$ cat config.mk
export PLATFORM = sky130hd
export DESIGN_NAME = alu_result_buffer
export DESIGN_NICKNAME = d
export VERILOG_FILES = /design/src/rtl/alu_result_buffer.sv
export SDC_FILE = /design/constraint.sdc
export NUM_CORES = 1
export LEC_CHECK = 0
export CORE_MARGIN = 3
export CORE_UTILIZATION = 49
export DETAILED_ROUTE_END_ITERATION = 7
export PLACE_DENSITY = 0.87
export SKIP_CTS_REPAIR_TIMING = 1
export SYNTH_ARGS = -nofsm -noshare
export SYNTH_HDL_FRONTEND = slang
export SYNTH_SLANG_ARGS = --single-unit
$ cat constraint.sdc
create_clock -name clk -period 5.7 [get_ports clk]
set_input_delay 0.57 -clock clk [delete_from_list [all_inputs] [get_ports clk]]
set_output_delay 0.57 -clock clk [all_outputs]
set_load 0.01 [all_outputs]
$ cat src/rtl/alu_result_buffer.sv
// alu_result_buffer
// -----------------
// Sits after the ALU. It captures every result the ALU presents, holds it in a
// small FIFO and hands it to a consumer. The ALU cannot be stalled, so a result
// that arrives while the FIFO is full, with no pop in the same cycle, is
// discarded.
//
// Optional feature: define ALU_RESULT_BUF_STATS_EN to build the saturating drop
// and carry counters. When the macro is undefined, drop_cnt and carry_cnt are
// tied to zero. The port list is the same in both builds.
//
// Parameters
//   WIDTH  ALU operand width. Results are WIDTH+1 bits; bit WIDTH is the carry.
//   DEPTH  Number of FIFO entries. Must be a power of two, 2 or greater.
//   LVL_W  Width of the occupancy output.
//
// Ports
//   clk            in   rising-edge clock
//   rst            in   asynchronous, active-high reset
//   res_in         in   ALU result (WIDTH+1 bits)
//   res_in_valid   in   res_in is valid in this cycle
//   res_out        out  head-of-FIFO result; 0 while empty
//   res_out_valid  out  FIFO is non-empty
//   res_out_ready  in   consumer takes the head entry
//   level          out  occupied entries, 0..DEPTH
//   full / empty   out  level == DEPTH / level == 0
//   drop_cnt       out  results discarded while full (saturating)
//   carry_cnt      out  accepted results with the carry bit set (saturating)
//
// Handshake
//   A pop happens on a rising edge where res_out_valid && res_out_ready.
//   The input side has no ready signal. A push happens when res_in_valid is
//   high and the FIFO is not full, or when a pop frees a slot in the same
//   cycle. Otherwise a valid result is dropped. All outputs come from
//   registers, so there is no combinational path from any input to any output.
module alu_result_buffer #(
  parameter int WIDTH = 6,
  parameter int DEPTH = 4,
  parameter int LVL_W = $clog2(DEPTH + 1)
) (
  input  logic             clk,
  input  logic             rst,
  input  logic [WIDTH:0]   res_in,
  input  logic             res_in_valid,
  output logic [WIDTH:0]   res_out,
  output logic             res_out_valid,
  input  logic             res_out_ready,
  output logic [LVL_W-1:0] level,
  output logic             full,
  output logic             empty,
  output logic [15:0]      drop_cnt,
  output logic [15:0]      carry_cnt
);

  localparam int PTR_W = $clog2(DEPTH);

  // Storage is not reset; only the pointers and occupancy define what is valid.
  logic [WIDTH:0]   r_mem [DEPTH];
  logic [PTR_W-1:0] r_wr_ptr;
  logic [PTR_W-1:0] r_rd_ptr;
  logic [LVL_W-1:0] r_level;

  logic w_full;
  logic w_empty;
  logic w_pop;
  logic w_push;
  logic w_drop;

  assign w_full  = (r_level == LVL_W'(DEPTH));
  assign w_empty = (r_level == '0);
  // While empty, res_out_ready has no effect.
  assign w_pop   = !w_empty && res_out_ready;
  // A pop in the same cycle frees a slot, so a full FIFO still accepts a push.
  assign w_push  = res_in_valid && (!w_full || w_pop);
  assign w_drop  = res_in_valid && w_full && !w_pop;

  always_ff @(posedge clk) begin
    if (w_push) begin
      r_mem[r_wr_ptr] <= res_in;
    end
  end

  // Each pointer is PTR_W bits wide and DEPTH is a power of two, so the
  // pointers wrap from DEPTH-1 to 0 on their own.
  always_ff @(posedge clk or posedge rst) begin
    if (rst) begin
      r_wr_ptr <= '0;
      r_rd_ptr <= '0;
      r_level  <= '0;
    end else begin
      if (w_push) begin
        r_wr_ptr <= r_wr_ptr + PTR_W'(1);
      end
      if (w_pop) begin
        r_rd_ptr <= r_rd_ptr + PTR_W'(1);
      end
      if (w_push && !w_pop) begin
        r_level <= r_level + LVL_W'(1);
      end else if (w_pop && !w_push) begin
        r_level <= r_level - LVL_W'(1);
      end
    end
  end

  assign res_out       = w_empty ? '0 : r_mem[r_rd_ptr];
  assign res_out_valid = !w_empty;
  assign level         = r_level;
  assign full          = w_full;
  assign empty         = w_empty;

`ifdef ALU_RESULT_BUF_STATS_EN
  logic [15:0] r_drop_cnt;
  logic [15:0] r_carry_cnt;

  // Both counters stop at 16'hFFFF instead of wrapping.
  always_ff @(posedge clk or posedge rst) begin
    if (rst) begin
      r_drop_cnt  <= '0;
      r_carry_cnt <= '0;
    end else begin
      if (w_drop && (r_drop_cnt != 16'hFFFF)) begin
        r_drop_cnt <= r_drop_cnt + 16'd1;
      end
      // Only accepted results count; dropped results never reach carry_cnt.
      if (w_push && res_in[WIDTH] && (r_carry_cnt != 16'hFFFF)) begin
        r_carry_cnt <= r_carry_cnt + 16'd1;
      end
    end
  end

  assign drop_cnt  = r_drop_cnt;
  assign carry_cnt = r_carry_cnt;
`else
  assign drop_cnt  = 16'h0000;
  assign carry_cnt = 16'h0000;
`endif

endmodule

Yosys cells after proc, flatten, opt, wreduce, memory -nomap -nowiden
Memories as Yosys holds them, arrays and structs flattened.
Index checks and enable logic that the tools add are counted.

operators by class
  add/subtract/negate cells = 4
  equal/unequal tests = 1
  reductions and logical operators = 11
  multiplexer cells = 5

operator list
  kind                                               count
  two-way mux 7 bit                                  1
  two-way mux 3 bit                                  2
  adder 2 x 1 -> 2 bit (second input constant)       2
  logical AND 1 bit                                  4
  zero test 1 bit                                    4
  adder 3 x 1 -> 3 bit (second input constant)       1
  == test 3 bit (second input constant)              1
  zero test 3 bit                                    1
  subtractor 3 x 1 -> 3 bit (second input constant)  1
  two-way mux 1 bit                                  2
  nonzero test 2 bit                                 1
  logical OR 1 bit                                   1

storage, ports and cells
  output and inout bits = 45
  RAM bits = 28
  word-level logic and storage cells = 25
  bits of input ports = 11
  register bits = 7
  memories kept = 1

memories
  name   depth  bits a word  read ports  clocked after Yosys merged registers in  write ports  line  source
  r_mem  4      7            1           0                                        1            58    logic [WIDTH:0] r_mem [DEPTH];

Longest topological paths before layout
  depth in word-level cells = 9
  gate-level depth with buffers = 8

Least setup slack after synthesis
No wires, ideal clock.

  path kind = register to register
  from = reg r_level[1] (netlist: level[1])
  to = reg r_level[2] (netlist: level[2])
  path slack = 3.670 ns
  stages on the path, launching flop included = 9
  arrival time = 1.951 ns
  required time = 5.621 ns
  clock period less this slack = 2.030 ns
  path buffers = 0
  cell sequence = dfrtp_1 or3_4 nand2_1 ha_1 inv_1 fa_1 xor2_1 nor2_1 xor2_1

on the way
  longest elaborated chain between the ends = 8
  elaborated cells between the ends (all ways) = 16

RTL lines
  what                                                               line  source
  from (decl)                                                        61    logic [LVL_W-1:0] r_level;
  from (signal assigned)                                             98    r_level <= r_level + LVL_W'(1);
  from (signal assigned)                                             100   r_level <= r_level - LVL_W'(1);
  branches (longest 8 deep; another with subtractor 3 x 1 -> 3 bit)  -

Several ways; the timed one is not identified. The select of a mux whose other input is x is not followed.
A chain may end at the register's enable or synchronous reset.

Worst setup path after layout
  from = reg r_rd_ptr[0]
  to = out res_out[4]

on the way
  longest elaborated chain between the ends = 2

RTL lines
  what                     line  source
  from (decl)              60    logic [PTR_W-1:0] r_rd_ptr;
  from (signal assigned)   95    r_rd_ptr <= r_rd_ptr + PTR_W'(1);
  memory read (4 x 7 bit)  -
  two-way mux 7 bit        105   assign res_out = w_empty ? '0 : r_mem[r_rd_ptr];
  to (decl)                45    output logic [WIDTH:0] res_out,

No other way between the ends.

==> results_tabular.tex <==
\begin{tabular}{lr}
\hline
Metric & Value \\
\hline
\multicolumn{2}{l}{\textbf{Place}} \\
Worst setup slack after placement & between 3 and 4 ns \\
Last weighted congestion value of the routability-driven placer & a little over 0.7 \\
Input/output buffers & 23 \\
HPWL after detailed placement & about 1.9 mm \\
\multicolumn{2}{l}{\textbf{Pwr}} \\
Net Switching & a little under 0.3 mW \\
Sequential Power Share & 0.450 \\
Int Power & between 0.6 and 0.7 mW \\
Leakage & 0.758 nW \\
Share of total power consumed by net switching & 0.317 \\
Portion of total power attributed to combinational logic & 0.420 \\
Overall Power & roughly 0.91 mW \\
Total power per unit cell area & around 470 nW/um\^{}2 \\
Clock share of power & 0.130 \\
Maximum vdd drop & between 200 and 250 uV \\
\multicolumn{2}{l}{\textbf{Drt}} \\
First-pass iteration count of the detailed router & 4 \\
Average via count per standard cell & around 4.4 \\
Wire length after detailed routing & between 2 and 2.5 mm \\
Initial drt markers & 14 \\
Count of antenna-violating nets left after detailed routing & 0 \\
Average routed wire per standard cell & 12.9 um \\
Vias after detailed routing & roughly 830 \\
DR DRC count & 0 \\
\multicolumn{2}{l}{\textbf{Worst setup path}} \\
Element type at the critical path end & output pin \\
CP Buf/Inv Count & 1 \\
Largest incremental delay on the critical path & about 0.7 ns \\
Highest fanout seen on the critical path & 9 \\
Crit-path leading delay family & flip-flops \\
Required time of the worst setup path & 5.13 ns \\
Slowest-stage cell, CP & sky130\_fd\_sc\_hd\_\_dfrtp\_1 \\
Chain of cells forming the critical path & mux4\_2 > and2\_1 > clkdlybuf4s50\_1 \\
Startpoint Class & register \\
Endpoint arrival time on the critical path & between 2 and 2.5 ns \\
Setup CP Type & reg -> out \\
\multicolumn{2}{l}{\textbf{Synth}} \\
Area share of the largest cell type after synthesis & 0.480 \\
Share of synthesized area spent on multiplexers & 0.103 \\
Yosys top cell by area & sky130\_fd\_sc\_hd\_\_edfxtp\_1 \\
Xor-xnor portion of the synthesized cell area & 0.0300 \\
Ranking of synthesized cells by area & sky130\_fd\_sc\_hd\_\_edfxtp\_1, sky130\_fd\_sc\_hd\_\_buf\_4, sky130\_fd\_sc\_hd\_\_dfrtp\_1 \\
Share of synthesized cell area in full adder, half adder and majority cells & 0.0471 \\
Mean cell area of the mapped netlist & 15.2 um\^{}2 \\
Register area share after synthesis & 0.580 \\
Yosys synthesis warning count & 0 \\
Cell Area, Synth & around 1800 um\^{}2 \\
Flip-flop and latch count after synthesis & 35 \\
Distinct cell type count after synthesis & 20 \\
Dominant combinational cell family by area after synthesis & buffers and inverters \\
Compound-cell area share of the yosys netlist & 0.00642 \\
Synth Instances & 115 \\
Simple logic cell fraction of the synthesized area & 0.0664 \\
\multicolumn{2}{l}{\textbf{CTS}} \\
Maximum number of buffers from clock root to sink & 2 \\
Clk slew on worst S/H paths & approximately 0.10 ns \\
Number of CTS-inserted buffers & 5 \\
CTS sink count & 35 \\
CTS root buf & sky130\_fd\_sc\_hd\_\_clkbuf\_4 \\
Clock latency on the worst-skew pair & roughly 0.32 ns \\
CTS tree & done \\
CTS HTree Levels & 2 \\
\multicolumn{2}{l}{\textbf{Run}} \\
Number of max-cap violations & 0 \\
\multicolumn{2}{l}{\textbf{GRT}} \\
Vias in the first global route & approximately 800 \\
Grt total ovfl & 0 \\
Pin count of the biggest net entering global routing & 12 \\
Aggregate global-route resource usage & 0.122 \\
Initial antenna violation count & 0 \\
Wire length of the first global-routing pass & $\sim$3.7 mm \\
\multicolumn{2}{l}{\textbf{Cells and area}} \\
Number of inserted diodes & 0 \\
Layout cell share with drive strength beyond 1 & 0.127 \\
Signed area change from the synthesized netlist to the final layout & 10.6\% \\
Total area of sequential cells & approximately 1000 um\^{}2 \\
Multi-input combinational cell area & $\sim$560 um\^{}2 \\
Final-stage net count & about 160 \\
Fill count & about 260 \\
Final Util & 0.572 \\
\multicolumn{2}{l}{\textbf{STA}} \\
Highest attainable clock frequency & between 300 and 400 MHz \\
Aggregate negative setup slack & 0 ns \\
RSZ-0062 raised after global routing & false \\
Time the final worst path needs with I/O delays and setup & 2.78 ns \\
Endpoints failing setup & 0 \\
Fin worst setup slack & just under 3 ns \\
Slew at the pin closest to its max-slew limit & 0.532 ns \\
Final cycle utilization of the critical path & 0.488 \\
Worst slew margin & 0.645 \\
Pins over their slew limit & 0 \\
Worst-case clock skew & roughly 0.0087 ns \\
Number of endpoints with negative hold slack in the final report & 0 \\
\multicolumn{2}{l}{\textbf{Min path}} \\
Path class of the lowest-slack min-delay path & in -> async \\
\multicolumn{2}{l}{\textbf{Floorplanning}} \\
I/O pin count & 56 \\
Starting density of the core & 0.517 \\
DIE HEIGHT & 65.8 um \\
Area of the die & 4330 um\^{}2 \\
Die X & approximately 66 um \\
Standard cell core area & $\sim$3400 um\^{}2 \\
Number of cell rows & 21 \\
\multicolumn{2}{l}{\textbf{Outcome}} \\
Result of the run & completed \\
\hline
\end{tabular}
-- stage by stage --
stage | hold slack [ns] | instance area [um^2] | std cells
floorplan | 0.373 | 1870 | 146
global placement | 0.503 | 1890 | 180
detailed placement | 0.533 | 1890 | 180
CTS | 0.466 | 1940 | 188
global route | 0.474 | 1940 | 188
finish | 0.469 | 1940 | 188
-- path summary, 6_finish.rpt --
check	cells past startpoint	to	from	slack, ns
setup reg to reg	8	level[2]	level[0]	3.50
setup / recovery	3	res_out[4]	r_rd_ptr[0]	2.92
hold / removal	2	level[2]	rst	0.47
max in group asynchronous	2	level[0]	rst	5.02
min in group clk	1	level[2]	level[2]	0.55
hold reg to reg	1	level[2]	level[2]	0.55
-- power by group through the flow --
stage                     registers (mW)  clock network, mW  logic [mW]
after global placement             0.413                  0       0.374
after global routing               0.421              0.133       0.421
after CTS                          0.413              0.123       0.390
after floorplan                    0.387                  0       0.277
final                              0.410              0.119       0.382
after detailed placement           0.418                  0       0.389
-- state kept, by name (all words and copies together), names as in the netlist --
name / count
r_rd_ptr: 2
r_wr_ptr: 2
level: 3
r_mem: 28
-- final cells by class --
class,count,area share
Clock buffer,6,0.0213
Clock inverter,2,0.00387
Inverter,6,0.0116
Multi-Input combinational cell,70,0.291
Sequential cell,35,0.524
Tap cell,46,0.0297
Timing Repair Buffer,23,0.119
-- kinds of logic (layout without fill, tap and decap cells) --
| family | count (synthesis) | in the layout |
|---|---|---|
| other cells | 1 | 32 |
| compound gates | 1 | 1 |
| fa+ha+maj | 6 | 6 |
| mux | 9 | 9 |
| flops | 35 | 35 |
| buf+inv | 41 | 37 |
| simple gates | 16 | 16 |
| xor+xnor | 6 | 6 |
-- placed cells by master (no fill, tap or decap) --
cell | netlist | final
sky130_fd_sc_hd__clkdlybuf4s50_1 | 0 | 23
sky130_fd_sc_hd__nand3_2 | 1 | 1
sky130_fd_sc_hd__clkbuf_1 | 0 | 1
sky130_fd_sc_hd__and2_1 | 11 | 11
sky130_fd_sc_hd__xnor2_1 | 4 | 4
sky130_fd_sc_hd__nor3b_4 | 1 | 1
sky130_fd_sc_hd__edfxtp_1 | 28 | 28
sky130_fd_sc_hd__clkbuf_4 | 0 | 5
sky130_fd_sc_hd__nor2_1 | 1 | 1
sky130_fd_sc_hd__mux4_2 | 7 | 7
sky130_fd_sc_hd__a21boi_2 | 1 | 1
sky130_fd_sc_hd__clkinv_1 | 0 | 2
sky130_fd_sc_hd__nand2_1 | 1 | 1
sky130_fd_sc_hd__ha_1 | 5 | 5
sky130_fd_sc_hd__inv_1 | 6 | 6
sky130_fd_sc_hd__or3_4 | 1 | 1
sky130_fd_sc_hd__xor2_1 | 2 | 2
sky130_fd_sc_hd__mux2_2 | 2 | 2
sky130_fd_sc_hd__fa_1 | 1 | 1
sky130_fd_sc_hd__dfrtp_1 | 7 | 7
sky130_fd_sc_hd__conb_1 | 1 | 32
-- layer usage --
metal  up-vias  global-route usage  wire length [um]
met4         0              0.0570                18
met3         2              0.0306               202
li1        383                   -                 -
met1       398               0.119               862
met5         -                   0                 0
met2        42               0.233              1340
-- Yosys cell counts (all sizes together) --
cell type / number
xnor2: 4
buf: 34
fa: 1
xor2: 2
nor3b: 1
and2: 11
inv: 6
nor2: 1
dfrtp: 7
ha: 5
clkbuf: 1
conb: 1
a21boi: 1
mux2: 2
nand2: 1
or3: 1
edfxtp: 28
nand3: 1
mux4: 7
Power figures use the tool's default switching activity.
